File: config.mk
export PLATFORM = sky130hd
export DESIGN_NAME = dmi_cmd_sequencer
export DESIGN_NICKNAME = d
export VERILOG_FILES = /design/src/rtl/dmi_cmd_sequencer.sv
export SDC_FILE = /design/constraint.sdc
export NUM_CORES = 1
export LEC_CHECK = 0
export BUFFER_PORTS_ARGS = -buffer_cell sky130_fd_sc_hd__buf_2
export CORE_MARGIN = 1
export CORE_UTILIZATION = 25
export DETAILED_ROUTE_END_ITERATION = 6
export GPL_ROUTABILITY_DRIVEN = 0
export PLACE_DENSITY_LB_ADDON = 0.15
export SETUP_SLACK_MARGIN = 0.15
export SYNTH_ARGS = -nofsm -noshare
export SYNTH_HDL_FRONTEND = slang
export SYNTH_SLANG_ARGS = --single-unit
File: constraint.sdc
create_clock -name clk -period 7.61 [get_ports clk]
set_clock_uncertainty 0.1 [all_clocks]
set_input_delay 1.522 -clock clk [delete_from_list [all_inputs] [get_ports clk]]
set_output_delay 1.522 -clock clk [all_outputs]
set_load 0.1 [all_outputs]
File: src/rtl/dmi_cmd_sequencer.sv
`default_nettype none
// ============================================================================
// Module   : dmi_cmd_sequencer
// Brief    : DMI master that queues host commands, retries busy answers,
//            times out lost responses and returns one response per command.
// Revision : 1.0 - initial release
// ============================================================================
module dmi_cmd_sequencer #(
  parameter int               ABITS     = 7,
  parameter int               CMD_DEPTH = 4,
  parameter int               RSP_DEPTH = 4,
  parameter int               MAX_RETRY = 8,
  parameter int               RETRY_GAP = 4,
  parameter int               TIMEOUT   = 1024,
  parameter logic [ABITS-1:0] EXIT_ADDR = {ABITS{1'b1}}
) (
  input  logic             clk,
  input  logic             reset,
  input  logic             cmd_valid,
  output logic             cmd_ready,
  input  logic [ABITS-1:0] cmd_addr,
  input  logic [1:0]       cmd_op,
  input  logic [31:0]      cmd_data,
  output logic             rsp_valid,
  input  logic             rsp_ready,
  output logic [1:0]       rsp_resp,
  output logic [31:0]      rsp_data,
  output logic             debug_req_valid,
  input  logic             debug_req_ready,
  output logic [ABITS-1:0] debug_req_bits_addr,
  output logic [1:0]       debug_req_bits_op,
  output logic [31:0]      debug_req_bits_data,
  input  logic             debug_resp_valid,
  output logic             debug_resp_ready,
  input  logic [1:0]       debug_resp_bits_resp,
  input  logic [31:0]      debug_resp_bits_data,
  output logic [31:0]      exit
);
  localparam int c_cmd_aw = $clog2(CMD_DEPTH);
  localparam int c_rsp_aw = $clog2(RSP_DEPTH);
  localparam int c_ret_w  = $clog2(MAX_RETRY + 2);
  localparam int c_tmr_w  = $clog2(TIMEOUT + 1);
  localparam int c_gap_w  = $clog2(RETRY_GAP + 1);
  localparam logic [c_cmd_aw:0]  c_cmd_full  = (c_cmd_aw + 1)'(CMD_DEPTH);
  localparam logic [c_rsp_aw:0]  c_rsp_full  = (c_rsp_aw + 1)'(RSP_DEPTH);
  localparam logic [c_ret_w-1:0] c_max_retry = c_ret_w'(MAX_RETRY);
  localparam logic [c_tmr_w-1:0] c_tmr_last  = c_tmr_w'(TIMEOUT - 1);
  localparam logic [c_gap_w-1:0] c_gap_last  = c_gap_w'(RETRY_GAP - 1);

  typedef enum logic [1:0] {
    ST_IDLE    = 2'd0,
    ST_REQ     = 2'd1,
    ST_WAIT    = 2'd2,
    ST_BACKOFF = 2'd3
  } state_t;

  state_t r_state;

  logic [ABITS-1:0]  r_cmd_addr [CMD_DEPTH];
  logic [1:0]        r_cmd_op   [CMD_DEPTH];
  logic [31:0]       r_cmd_data [CMD_DEPTH];
  logic [c_cmd_aw-1:0] r_cmd_wr, r_cmd_rd;
  logic [c_cmd_aw:0]   r_cmd_cnt;

  logic [1:0]        r_rsp_resp [RSP_DEPTH];
  logic [31:0]       r_rsp_data [RSP_DEPTH];
  logic [c_rsp_aw-1:0] r_rsp_wr, r_rsp_rd;
  logic [c_rsp_aw:0]   r_rsp_cnt;

  logic                r_from_fifo;
  logic [c_ret_w-1:0]  r_retry;
  logic [c_tmr_w-1:0]  r_timer;
  logic [c_gap_w-1:0]  r_gap;

  logic        w_cmd_empty, w_cmd_push, w_cmd_pop, w_head_exit, w_rsp_room;
  logic        w_rsp_push, w_rsp_pop, w_resp_accept, w_retry_ok;
  logic [1:0]  w_push_resp;
  logic [31:0] w_push_data;

  assign w_cmd_empty   = (r_cmd_cnt == '0);
  assign cmd_ready     = (r_cmd_cnt != c_cmd_full);
  assign w_cmd_push    = cmd_valid && cmd_ready;
  assign w_head_exit   = (r_cmd_op[r_cmd_rd] == 2'd2) && (r_cmd_addr[r_cmd_rd] == EXIT_ADDR);
  assign w_rsp_room    = (r_rsp_cnt != c_rsp_full);
  assign rsp_valid     = (r_rsp_cnt != '0);
  assign w_rsp_pop     = rsp_valid && rsp_ready;
  assign rsp_resp      = r_rsp_resp[r_rsp_rd];
  assign rsp_data      = r_rsp_data[r_rsp_rd];
  assign w_resp_accept = (r_state == ST_WAIT) && debug_resp_valid;
  assign w_retry_ok    = (debug_resp_bits_resp == 2'd3) && (r_retry < c_max_retry);

  // A command leaves the FIFO only on its first DMI handshake; retries reuse the held copy.
  assign w_cmd_pop = ((r_state == ST_IDLE) && !w_cmd_empty && w_rsp_room && w_head_exit) ||
                     ((r_state == ST_REQ) && debug_req_ready && r_from_fifo);

  always_comb begin
    w_rsp_push  = 1'b0;
    w_push_resp = 2'd0;
    w_push_data = 32'd0;
    if ((r_state == ST_IDLE) && !w_cmd_empty && w_rsp_room && w_head_exit) begin
      w_rsp_push = 1'b1;
    end else if (w_resp_accept) begin
      if (!w_retry_ok) begin
        w_rsp_push  = 1'b1;
        w_push_resp = debug_resp_bits_resp;
        w_push_data = debug_resp_bits_data;
      end
    end else if ((r_state == ST_WAIT) && (r_timer == c_tmr_last)) begin
      w_rsp_push  = 1'b1;
      w_push_resp = 2'd2;
    end
  end

  always_ff @(posedge clk) begin
    if (w_cmd_push) begin
      r_cmd_addr[r_cmd_wr] <= cmd_addr;
      r_cmd_op[r_cmd_wr]   <= cmd_op;
      r_cmd_data[r_cmd_wr] <= cmd_data;
    end
    if (w_rsp_push) begin
      r_rsp_resp[r_rsp_wr] <= w_push_resp;
      r_rsp_data[r_rsp_wr] <= w_push_data;
    end
  end

  always_ff @(posedge clk) begin
    if (reset) begin
      r_cmd_wr  <= '0;
      r_cmd_rd  <= '0;
      r_cmd_cnt <= '0;
      r_rsp_wr  <= '0;
      r_rsp_rd  <= '0;
      r_rsp_cnt <= '0;
    end else begin
      if (w_cmd_push) r_cmd_wr <= r_cmd_wr + c_cmd_aw'(1);
      if (w_cmd_pop)  r_cmd_rd <= r_cmd_rd + c_cmd_aw'(1);
      if (w_cmd_push && !w_cmd_pop)      r_cmd_cnt <= r_cmd_cnt + (c_cmd_aw + 1)'(1);
      else if (!w_cmd_push && w_cmd_pop) r_cmd_cnt <= r_cmd_cnt - (c_cmd_aw + 1)'(1);
      if (w_rsp_push) r_rsp_wr <= r_rsp_wr + c_rsp_aw'(1);
      if (w_rsp_pop)  r_rsp_rd <= r_rsp_rd + c_rsp_aw'(1);
      if (w_rsp_push && !w_rsp_pop)      r_rsp_cnt <= r_rsp_cnt + (c_rsp_aw + 1)'(1);
      else if (!w_rsp_push && w_rsp_pop) r_rsp_cnt <= r_rsp_cnt - (c_rsp_aw + 1)'(1);
    end
  end

  always_ff @(posedge clk) begin
    if (reset) begin
      r_state             <= ST_IDLE;
      r_from_fifo         <= 1'b0;
      r_retry             <= '0;
      r_timer             <= '0;
      r_gap               <= '0;
      exit                <= 32'd0;
      debug_req_valid     <= 1'b0;
      debug_resp_ready    <= 1'b0;
      debug_req_bits_addr <= '0;
      debug_req_bits_op   <= 2'd0;
      debug_req_bits_data <= 32'd0;
    end else begin
      case (r_state)
        ST_IDLE: begin
          // Only start when a response slot is free, so the result can always be stored.
          if (!w_cmd_empty && w_rsp_room) begin
            if (w_head_exit) begin
              exit <= r_cmd_data[r_cmd_rd] | 32'd1;
            end else begin
              debug_req_bits_addr <= r_cmd_addr[r_cmd_rd];
              debug_req_bits_op   <= r_cmd_op[r_cmd_rd];
              debug_req_bits_data <= r_cmd_data[r_cmd_rd];
              r_from_fifo         <= 1'b1;
              debug_req_valid     <= 1'b1;
              r_state             <= ST_REQ;
            end
          end
        end
        ST_REQ: begin
          if (debug_req_ready) begin
            debug_req_valid  <= 1'b0;
            r_from_fifo      <= 1'b0;
            debug_resp_ready <= 1'b1;
            r_timer          <= '0;
            r_state          <= ST_WAIT;
          end
        end
        ST_WAIT: begin
          if (debug_resp_valid) begin
            debug_resp_ready <= 1'b0;
            if (w_retry_ok) begin
              r_retry <= r_retry + c_ret_w'(1);
              r_gap   <= '0;
              r_state <= ST_BACKOFF;
            end else begin
              r_retry <= '0;
              r_state <= ST_IDLE;
            end
          end else if (r_timer == c_tmr_last) begin
            debug_resp_ready <= 1'b0;
            r_retry          <= '0;
            r_state          <= ST_IDLE;
          end else begin
            r_timer <= r_timer + c_tmr_w'(1);
          end
        end
        default: begin
          if (r_gap == c_gap_last) begin
            debug_req_valid <= 1'b1;
            r_state         <= ST_REQ;
          end else begin
            r_gap <= r_gap + c_gap_w'(1);
          end
        end
      endcase
    end
  end

endmodule
`default_nettype wire

## Word-level counts from Yosys, hierarchy flattened

Memories as Yosys holds them, arrays and structs flattened. A register that Yosys moved wholly into a read port is not among the register bits.
Cells that the tools add are included.

| word-level totals | value |
|---|---|
| register bits after elaboration | 110 |
| latch bits | 0 |
| bits in writable memories | 300 |
| ROM bits | 0 |
| input bits | 81 |
| output and inout bits | 111 |
| logic and storage cells | 155 |
| memories | 5 |

Memories:

| name | depth | width | read ports | clocked after Yosys merged registers in | wr ports | line | source |
|---|---|---|---|---|---|---|---|
| r_cmd_data | 4 | 32 | 1 | 1 | 1 | 61 | `logic [31:0] r_cmd_data [CMD_DEPTH];` |
| r_rsp_data | 4 | 32 | 1 | 1 | 1 | 66 | `logic [31:0] r_rsp_data [RSP_DEPTH];` |
| r_cmd_addr | 4 | 7 | 1 | 1 | 1 | 59 | `logic [ABITS-1:0] r_cmd_addr [CMD_DEPTH];` |
| r_cmd_op | 4 | 2 | 1 | 1 | 1 | 60 | `logic [1:0] r_cmd_op [CMD_DEPTH];` |
| r_rsp_resp | 4 | 2 | 1 | 1 | 1 | 65 | `logic [1:0] r_rsp_resp [RSP_DEPTH];` |

| cells by class | value |
|---|---|
| $add $sub $neg | 11 |
| multiply operators | 0 |
| divide/modulo/power cells | 0 |
| order comparisons | 1 |
| equal/unequal tests | 18 |
| shift-type cells | 0 |
| muxes and demuxes | 58 |
| bitwise logic cells | 3 |
| reductions and logical operators | 42 |

Operators by type and width:

| kind | count |
|---|---|
| 2-to-1 mux 32 bit | 3 |
| 2-to-1 mux 2 bit | 21 |
| 2-to-1 mux 11 bit | 3 |
| one-hot mux 11 bit (2 select lines) | 1 |
| 2-to-1 mux 3 bit | 7 |
| logical AND 1 bit | 16 |
| 2-to-1 mux 1 bit | 15 |
| != test 2 bit (second input constant) | 7 |
| 2-to-1 mux 4 bit | 3 |
| AND reduction 4 bit | 3 |
| adder 11 x 1 -> 11 bit (second input constant) | 1 |
| equality test 11 x 10 -> 1 bit (second input constant) | 1 |
| AND reduction 5 bit | 2 |
| nonzero test 2 bit | 5 |
| adder 3 x 1 -> 3 bit (second input constant) | 3 |
| AND reduction 3 bit | 3 |
| adder 2 x 1 -> 2 bit (second input constant) | 4 |
| equality test 7 bit (second input constant) | 1 |
| equality test 2 bit (second input constant) | 3 |
| != test 3 bit (second input constant) | 2 |
| one-hot mux 2 bit (3 select lines) | 1 |
| one-hot mux 3 bit (2 select lines) | 1 |
| nonzero test 3 bit | 2 |
| subtractor 3 x 1 -> 3 bit (second input constant) | 2 |
| 16 further kinds | 23 |

## Logic depth before layout (Yosys ltp)

Gate-level depths: netlist of run 1.

| logic depth | value |
|---|---|
| depth after elaboration | 10 |
| mapped depth | 14 |
| mapped depth without buffers | 12 |

## Worst setup path before layout of run 1

OpenSTA, ideal clock, no wires.

| timing path | value |
|---|---|
| kind | input port to flip-flop |
| start | in debug_resp_valid |
| end | mem r_rsp_data[0][0], enable pin |
| library setup time | 0.394 ns |
| arrival time | 3.266 ns |
| required time | 7.116 ns |
| slack | 3.849 ns |
| stages | 6 |
| buffers on the path | 1 |
| cell sequence | clkbuf_1 a41o_1 nand2_1 o21a_1 inv_1 and2_1 |

| on the way | value |
|---|---|
| longest elaborated chain between the ends | 5 |

RTL lines:

| element | line | source |
|---|---|---|
| start, declared | 33 | `input logic debug_resp_valid,` |
| logical AND 1 bit | 89 | `assign w_resp_accept = (r_state == ST_WAIT) && debug_resp_valid;` |
| 2-to-1 mux 1 bit | 102 | `end else if (w_resp_accept) begin` |
| 2-to-1 mux 1 bit | 100 | `if ((r_state == ST_IDLE) && !w_cmd_empty && w_rsp_room && w_head_exit) begin` |
| named net w_rsp_push | 76 | `logic w_rsp_push, w_rsp_pop, w_resp_accept, w_retry_ok;` |
| 2-to-1 mux 1 bit | 120 | `if (w_rsp_push) begin` |
| 2-to-1 mux 1 bit (implied by the code) | 122 | `r_rsp_data[r_rsp_wr] <= w_push_data;` |
| end, declared | 66 |  |

The timed path passes the listed nets, and every way through them passes these cells.

==> flow_metrics.env, run 1 <==
export IMPL_rsz0062_at_grt="false"
export IMPL_crit_arrival_ns=2.61
export IMPL_crit_required_ns=5.99
export IMPL_antenna_found_initial=12
export IMPL_layout_commonest_cell="edfxtp_1"
export IMPL_drt_total_wl_mm=39.7
export IMPL_cp_top_family="buffers and inverters"
export IMPL_max_cap_violations=0
export IMPL_cp_slowest_cell="mux4_2"
export IMPL_clk_pin_slew_ns=0.06
export IMPL_place_hpwl_mm=24.0
export IMPL_synthCells=1024
export IMPL_fin_tns_setup_ns=0
export IMPL_critPathLaunchType="flop"
export IMPL_timing_hold_ws_ns=0.349
export IMPL_dr_pass1_iters=4
export IMPL_yosysTopAreaCell="edfxtp_1"
export IMPL_layout_common_cells="300 x edfxtp_1, 190 x buf_2, 110 x dfxtp_1, 82 x a21oi_1, 79 x nand2_1"
export IMPL_drtAntennaViolNets=0
export IMPL_hold_viol=0
export IMPL_routed_via_density=4.41
export IMPL_initialDrtViolationCount=481
export IMPL_leakage_nw=6.61
export IMPL_portBuffers=191
export IMPL_synth_main_ff_cell="edfxtp_1"
export IMPL_syn_area_mm2=0.0160
export IMPL_grt_pass1_wl_mm=59.3
export IMPL_max_slew_worst_pin_slew_ns=1.04
export IMPL_placeableCoreArea_mm2=0.0631
export IMPL_cpPeakStageDelay_ns=0.63
export IMPL_synth_area_leaders="edfxtp_1 56%, dfxtp_1 14%, mux4_2 11%"
export IMPL_rr_worst_depth=11
export IMPL_cp_num_cells=3
export IMPL_cp_end_kind="output port"
export IMPL_slew_violations=0
export IMPL_setup_violations=0
export IMPL_overflow=0
export IMPL_r2r_slack_ns=3.61
export IMPL_worst_path_buf_inv=2
export IMPL_dieArea_mm2=0.0648
export IMPL_cts_buffers=48
export IMPL_synth_nets=1124
export IMPL_slew_headroom_pct=30.7
export IMPL_fmax_ghz=0.236
export IMPL_synth_edf_count=300
export IMPL_vias=9243
export IMPL_cts_root_buf="clkbuf_16"
export IMPL_syn_to_final_growth_pct=21.9
export IMPL_wl_per_cell_um=18.9
export IMPL_io_pins=192
export IMPL_worstSkewPairLatency_ns=0.57
export IMPL_drc=0
export IMPL_worstReg2RegEnd="r_rsp_cnt[2]$_SDFFE_PP0P_"
export IMPL_synth_warnings=0
export IMPL_status="finished clean"
export IMPL_cts_setup_buffers=0
export IMPL_start_util_pct=25.3
export IMPL_hold_buffers=0
export IMPL_avgSynthCellArea_um2=15.6
export IMPL_clock_sinks=414
export IMPL_synth_cell_types=58
export IMPL_nets=1311
export IMPL_crit_path_max_fanout=27
export IMPL_cts_resized=0
export IMPL_async_flop_share_pct=0
export IMPL_cts_max_level=2
export IMPL_finalCriticalPeriod_ns=4.23
export IMPL_peakVddDrop_mv=0.257
export IMPL_crit_type="reg2out"
export IMPL_synth_seq_cells=414
export IMPL_cp_cell_sequence="buf_4, mux4_2, buf_2"
export IMPL_yosysTopAreaCellShare_pct=56.5
export IMPL_grt_pass1_vias=9406
export IMPL_clk_path_buf_depth=3
export IMPL_synth_seq_area_share_pct=70.8
export IMPL_grt_start_max_net_pins=70
export IMPL_grt_usage_pct=12.2
export IMPL_hold_class="reg2reg"
export IMPL_power_density_mw_per_mm2=370
export IMPL_die_h_um=255
export IMPL_fp_dieW_um=255
export IMPL_crit_path_end="rsp_data[4]"
export IMPL_cts_tree="yes"
export IMPL_rows=92
export IMPL_post_route_period_util_pct=55.6
export IMPL_drive_gt1_share_pct=30.2
-- flip-flops by register name (all words and copies together) (netlist names), 4 cells and up, named ones only --
register	cells
debug_req_bits_addr	7
debug_req_bits_data	32
exit	32
r_cmd_addr	28
r_cmd_data	128
r_cmd_op	8
r_retry	4
r_rsp_data	128
r_rsp_resp	8
r_timer	11
-- worst min-delay path by stage --
| stage | start | to | slack [ns] | cells past startpoint |
|---|---|---|---|---|
| 4_1_cts | r_timer[10]$_SDFFE_PP0P_ | r_timer[10]$_SDFFE_PP0P_ | 0.35 | 2 |
| 2_1_floorplan | r_timer[10]$_SDFFE_PP0P_ | r_timer[10]$_SDFFE_PP0P_ | 0.32 | 2 |
| 5_1_grt | exit[20]$_SDFFE_PP0P_ | exit[20]$_SDFFE_PP0P_ | 0.37 | 2 |
| 3_3_place_gp | exit[2]$_SDFFE_PP0P_ | exit[2]$_SDFFE_PP0P_ | 0.34 | 2 |
| 3_5_place_dp | exit[12]$_SDFFE_PP0P_ | exit[12]$_SDFFE_PP0P_ | 0.34 | 2 |
| 6_report | exit[5]$_SDFFE_PP0P_ | exit[5]$_SDFFE_PP0P_ | 0.35 | 2 |
-- worst min-delay path: stages (launching register included) --
cell,delay [ns]
dfxtp_1,0.30
nand2_1,0.05
a21oi_1,0.05
-- kinds of logic (layout without fill, tap and decap cells) --
family / count (synthesis) / count (layout) / share of synthesized area, %
compound gates: 161 / 161 / 5.68
xor+xnor: 13 / 13 / 0.714
fa+ha+maj: 19 / 19 / 1.58
buf+inv: 81 / 305 / 2.21
flops: 414 / 414 / 70.8
mux: 84 / 84 / 11.2
other cells: 0 / 2 / 0
simple gates: 252 / 252 / 7.86
-- power breakdown --
group	leakage (nW)	internal [mW]	switching [mW]
clock network	0.816	1.46	0.923
logic	2.10	0.422	1.60
registers	3.70	2.66	0.133
-- stage by stage --
stage	worst slack (ns)	utilization, %	instance area [um2]	std cells	total power, mW
2_1_floorplan	3.85	-	16000	1024	4.44
3_3_place_gp	3.54	28.2	17800	2007	4.90
3_5_place_dp	3.52	28.2	17800	2007	4.90
4_1_cts	3.27	30.8	19400	2094	7.32
5_1_grt	3.20	30.8	19400	2094	7.53
6_report	3.38	30.8	19500	2096	7.20
-- metal layers --
metal	up-vias	global-route usage [%]	routed length (um)
met5	-	0	91
met4	14	3.44	767
met3	69	4.69	3410
met2	240	19.1	18200
met1	4627	15.7	17200
li1	4293	-	-
-- synth_stat cells, types with 5 or more instances --
| library cell | instances |
|---|---|
| a21oi_1 | 82 |
| and2_1 | 41 |
| and3_1 | 10 |
| buf_1 | 12 |
| buf_2 | 5 |
| clkbuf_1 | 37 |
| dfxtp_1 | 114 |
| edfxtp_1 | 300 |
| ha_1 | 17 |
| inv_1 | 17 |
| mux2i_1 | 7 |
| mux4_2 | 75 |
| nand2_1 | 79 |
| nand3_1 | 45 |
| nand4_1 | 7 |
| nor2_1 | 38 |
| nor3_1 | 10 |
| o21ai_0 | 48 |
| xnor2_1 | 6 |
| xor2_1 | 7 |
-- final cells by class --
type | count | area (um2)
sequential | 414 | 11300
clock inverter | 18 | 214
fill | 6349 | 43600
multi-input combinational | 529 | 4340
antenna | 2 | 5.00
clock buffer | 69 | 1450
inverter | 17 | 63.8
timing repair buffer | 201 | 1030
tap | 846 | 1060
(Power assumes the default switching activity.)
==> run 2, diff against run 1 <==
clock period = 4.1 ns   (was 7.61 ns; I/O delays follow)
==> run 2 against run 1 <==
Against the previous run:
- clock-buffer cell count is 12 lower
- worst setup slack worse by 2.8 ns
- sequential power is 85% higher
- register-to-register slack worse by 3.0 ns
- sequential share of layout area is 0.27 points lower
- design area is 0.46% higher
- first-iteration DRC count is 1.7% lower
- core utilization is 0.14 points higher
- combinational power is 88% higher
- critical path depth is 8 higher
==> flow_metrics.env, run 2 (synthesis results as in run 1) <==
export IMPL_clk_pin_slew_ns=0.06
export IMPL_syn_to_final_growth_pct=22.5
export IMPL_cts_setup_buffers=0
export IMPL_drt_total_wl_mm=40.2
export IMPL_fp_dieW_um=255
export IMPL_dr_pass1_iters=4
export IMPL_cp_top_family="simple AND/OR/NAND/NOR gates"
export IMPL_rr_worst_depth=11
export IMPL_cp_end_kind="flop"
export IMPL_worstReg2RegEnd="r_rsp_cnt[2]$_SDFFE_PP0P_"
export IMPL_place_hpwl_mm=25.1
export IMPL_fin_tns_setup_ns=0
export IMPL_rsz0062_at_grt="false"
export IMPL_power_density_mw_per_mm2=689
export IMPL_slew_headroom_pct=33.3
export IMPL_cpPeakStageDelay_ns=0.56
export IMPL_hold_class="in2reg"
export IMPL_crit_required_ns=4.51
export IMPL_register_area_mm2=0.0113
export IMPL_hold_viol=0
export IMPL_drc=0
export IMPL_cts_root_buf="clkbuf_16"
export IMPL_hold_depth=1
export IMPL_crit_type="reg2reg"
export IMPL_cp_slowest_cell="mux4_2"
export IMPL_grt_pass1_vias=9534
export IMPL_grt_start_max_net_pins=57
export IMPL_num_fill_cells=6360
export IMPL_peakVddDrop_mv=0.356
export IMPL_dp_cells=2015
export IMPL_routed_via_density=4.40
export IMPL_min_from="cmd_data[7]"
export IMPL_max_cap_violations=0
export IMPL_worstSkewPairLatency_ns=0.60
export IMPL_clockPowerShare_pct=33.1
export IMPL_clock_sinks=414
export IMPL_multi_input_area_mm2=0.00434
export IMPL_drtAntennaViolNets=0
export IMPL_leakage_nw=6.64
export IMPL_fmax_ghz=0.287
export IMPL_cts_max_level=2
export IMPL_post_route_period_util_pct=84.9
export IMPL_switchingPower_mw=5.04
export IMPL_setup_violations=0
export IMPL_critPathLaunchType="flop"
export IMPL_start_util_pct=25.3
export IMPL_dieArea_mm2=0.0648
export IMPL_portBuffers=191
export IMPL_worst_path_buf_inv=2
export IMPL_largestRegisters="r_cmd_data x128, r_rsp_data x128"
export IMPL_cp_cell_sequence="mux4_2, and4b_1, nand4_1, o21a_1, inv_1, ha_1, inv_1, fa_1, xor2_1, or3_1, a21oi_1"
export IMPL_vias=9266
export IMPL_p_seq_share_pct=38.5
export IMPL_critPathMostFrequentCell="inv_1"
export IMPL_grt_pass1_wl_mm=60.0
export IMPL_layout_common_cells="300 x edfxtp_1, 190 x buf_2, 110 x dfxtp_1, 82 x a21oi_1, 79 x nand2_1"
export IMPL_die_h_um=255
export IMPL_status="finished clean"
export IMPL_internal_power_mw=8.42
export IMPL_io_pins=192
export IMPL_cts_tree="yes"
export IMPL_stdcell_count=2108
export IMPL_drive_gt1_share_pct=30.3
export IMPL_slew_violations=0
export IMPL_nets=1319
export IMPL_hold_path_end="r_cmd_data[1][7]$_DFFE_PP_"
export IMPL_placeableCoreArea_mm2=0.0631
export IMPL_crit_path_max_fanout=14
export IMPL_grt_usage_pct=12.4
export IMPL_rows=92
export IMPL_overflow=0
export IMPL_layout_commonest_cell="edfxtp_1"
export IMPL_hold_buffers=0
export IMPL_cts_resized=0
export IMPL_crit_arrival_ns=3.89
export IMPL_swShare_pct=37.5
export IMPL_max_slew_worst_pin_slew_ns=1.00
export IMPL_finalCriticalPeriod_ns=3.48
export IMPL_combPwrFrac_pct=28.3
export IMPL_initialDrtViolationCount=473
export IMPL_cts_buffers=48
export IMPL_antenna_found_initial=9
export IMPL_wl_per_cell_um=19.1
export IMPL_clk_path_buf_depth=3
export IMPL_r2r_slack_ns=0.62
[run 2: metrics by stage]
step / cell area [um2] / power [mW] / setup slack, ns / util, % / hold slack (ns)
4_1_cts: 19500 / 13.7 / 0.571 / 31.0 / 0.291
3_3_place_gp: 17900 / 9.14 / 0.625 / 28.4 / 0.336
3_5_place_dp: 17900 / 9.14 / 0.599 / 28.4 / 0.340
5_1_grt: 19500 / 14.0 / 0.326 / 31.0 / 0.312
6_report: 19500 / 13.5 / 0.618 / 31.0 / 0.338
2_1_floorplan: 16000 / 8.24 / 0.932 / - / 0.318
[run 2: worst max path at each step]
stage | from | end | slack (ns) | depth (start not counted)
6_report | flop | r_rsp_cnt[2]$_SDFFE_PP0P_ | 0.62 | 11
3_5_place_dp | flop | r_rsp_data[1][18]$_DFFE_PP_ | 0.60 | 6
3_3_place_gp | flop | r_rsp_cnt[2]$_SDFFE_PP0P_ | 0.63 | 11
2_1_floorplan | flop | r_cmd_cnt[2]$_SDFFE_PP0P_ | 0.93 | 14
4_1_cts | flop | r_rsp_cnt[2]$_SDFFE_PP0P_ | 0.57 | 11
5_1_grt | flop | r_rsp_cnt[2]$_SDFFE_PP0P_ | 0.33 | 11
[run 2: power by group through the flow]
stage / Combinational, mW / Sequential [mW] / Clock, mW
after floorplan: 1.77 / 6.47 / 0
after global placement: 3.87 / 5.27 / 0
after detailed placement: 3.86 / 5.28 / 0
after CTS: 3.87 / 5.20 / 4.61
after global routing: 4.04 / 5.24 / 4.75
final: 3.81 / 5.18 / 4.46
[run 2: layer usage]
| layer | wire length (um) | vias up | track usage, % |
|---|---|---|---|
| met5 | 47 | - | 0 |
| met4 | 780 | 8 | 3.35 |
| met3 | 3050 | 64 | 4.54 |
| met2 | 18300 | 217 | 19.2 |
| met1 | 18000 | 4655 | 16.2 |
| li1 | - | 4322 | - |
[run 2: area by class of cell]
cell class / count / share of cell area (%)
flip-flops and latches: 414 / 57.8
multi-input cells: 529 / 22.2
clock buffers: 57 / 6.48
repair buffers: 209 / 5.79
well taps: 846 / 5.42
clock inverters: 33 / 1.96
inverters: 17 / 0.327
diodes: 3 / 0.0384
[run 2: worst register-to-register path, stage by stage, from the launching register on]
cell	delay (ns)
dfxtp_4	0.54
mux4_2	0.56
and4b_1	0.44
nand4_1	0.21
o21a_1	0.20
inv_1	0.13
ha_1	0.20
inv_1	0.06
fa_1	0.37
xor2_1	0.16
or3_1	0.30
a21oi_1	0.14
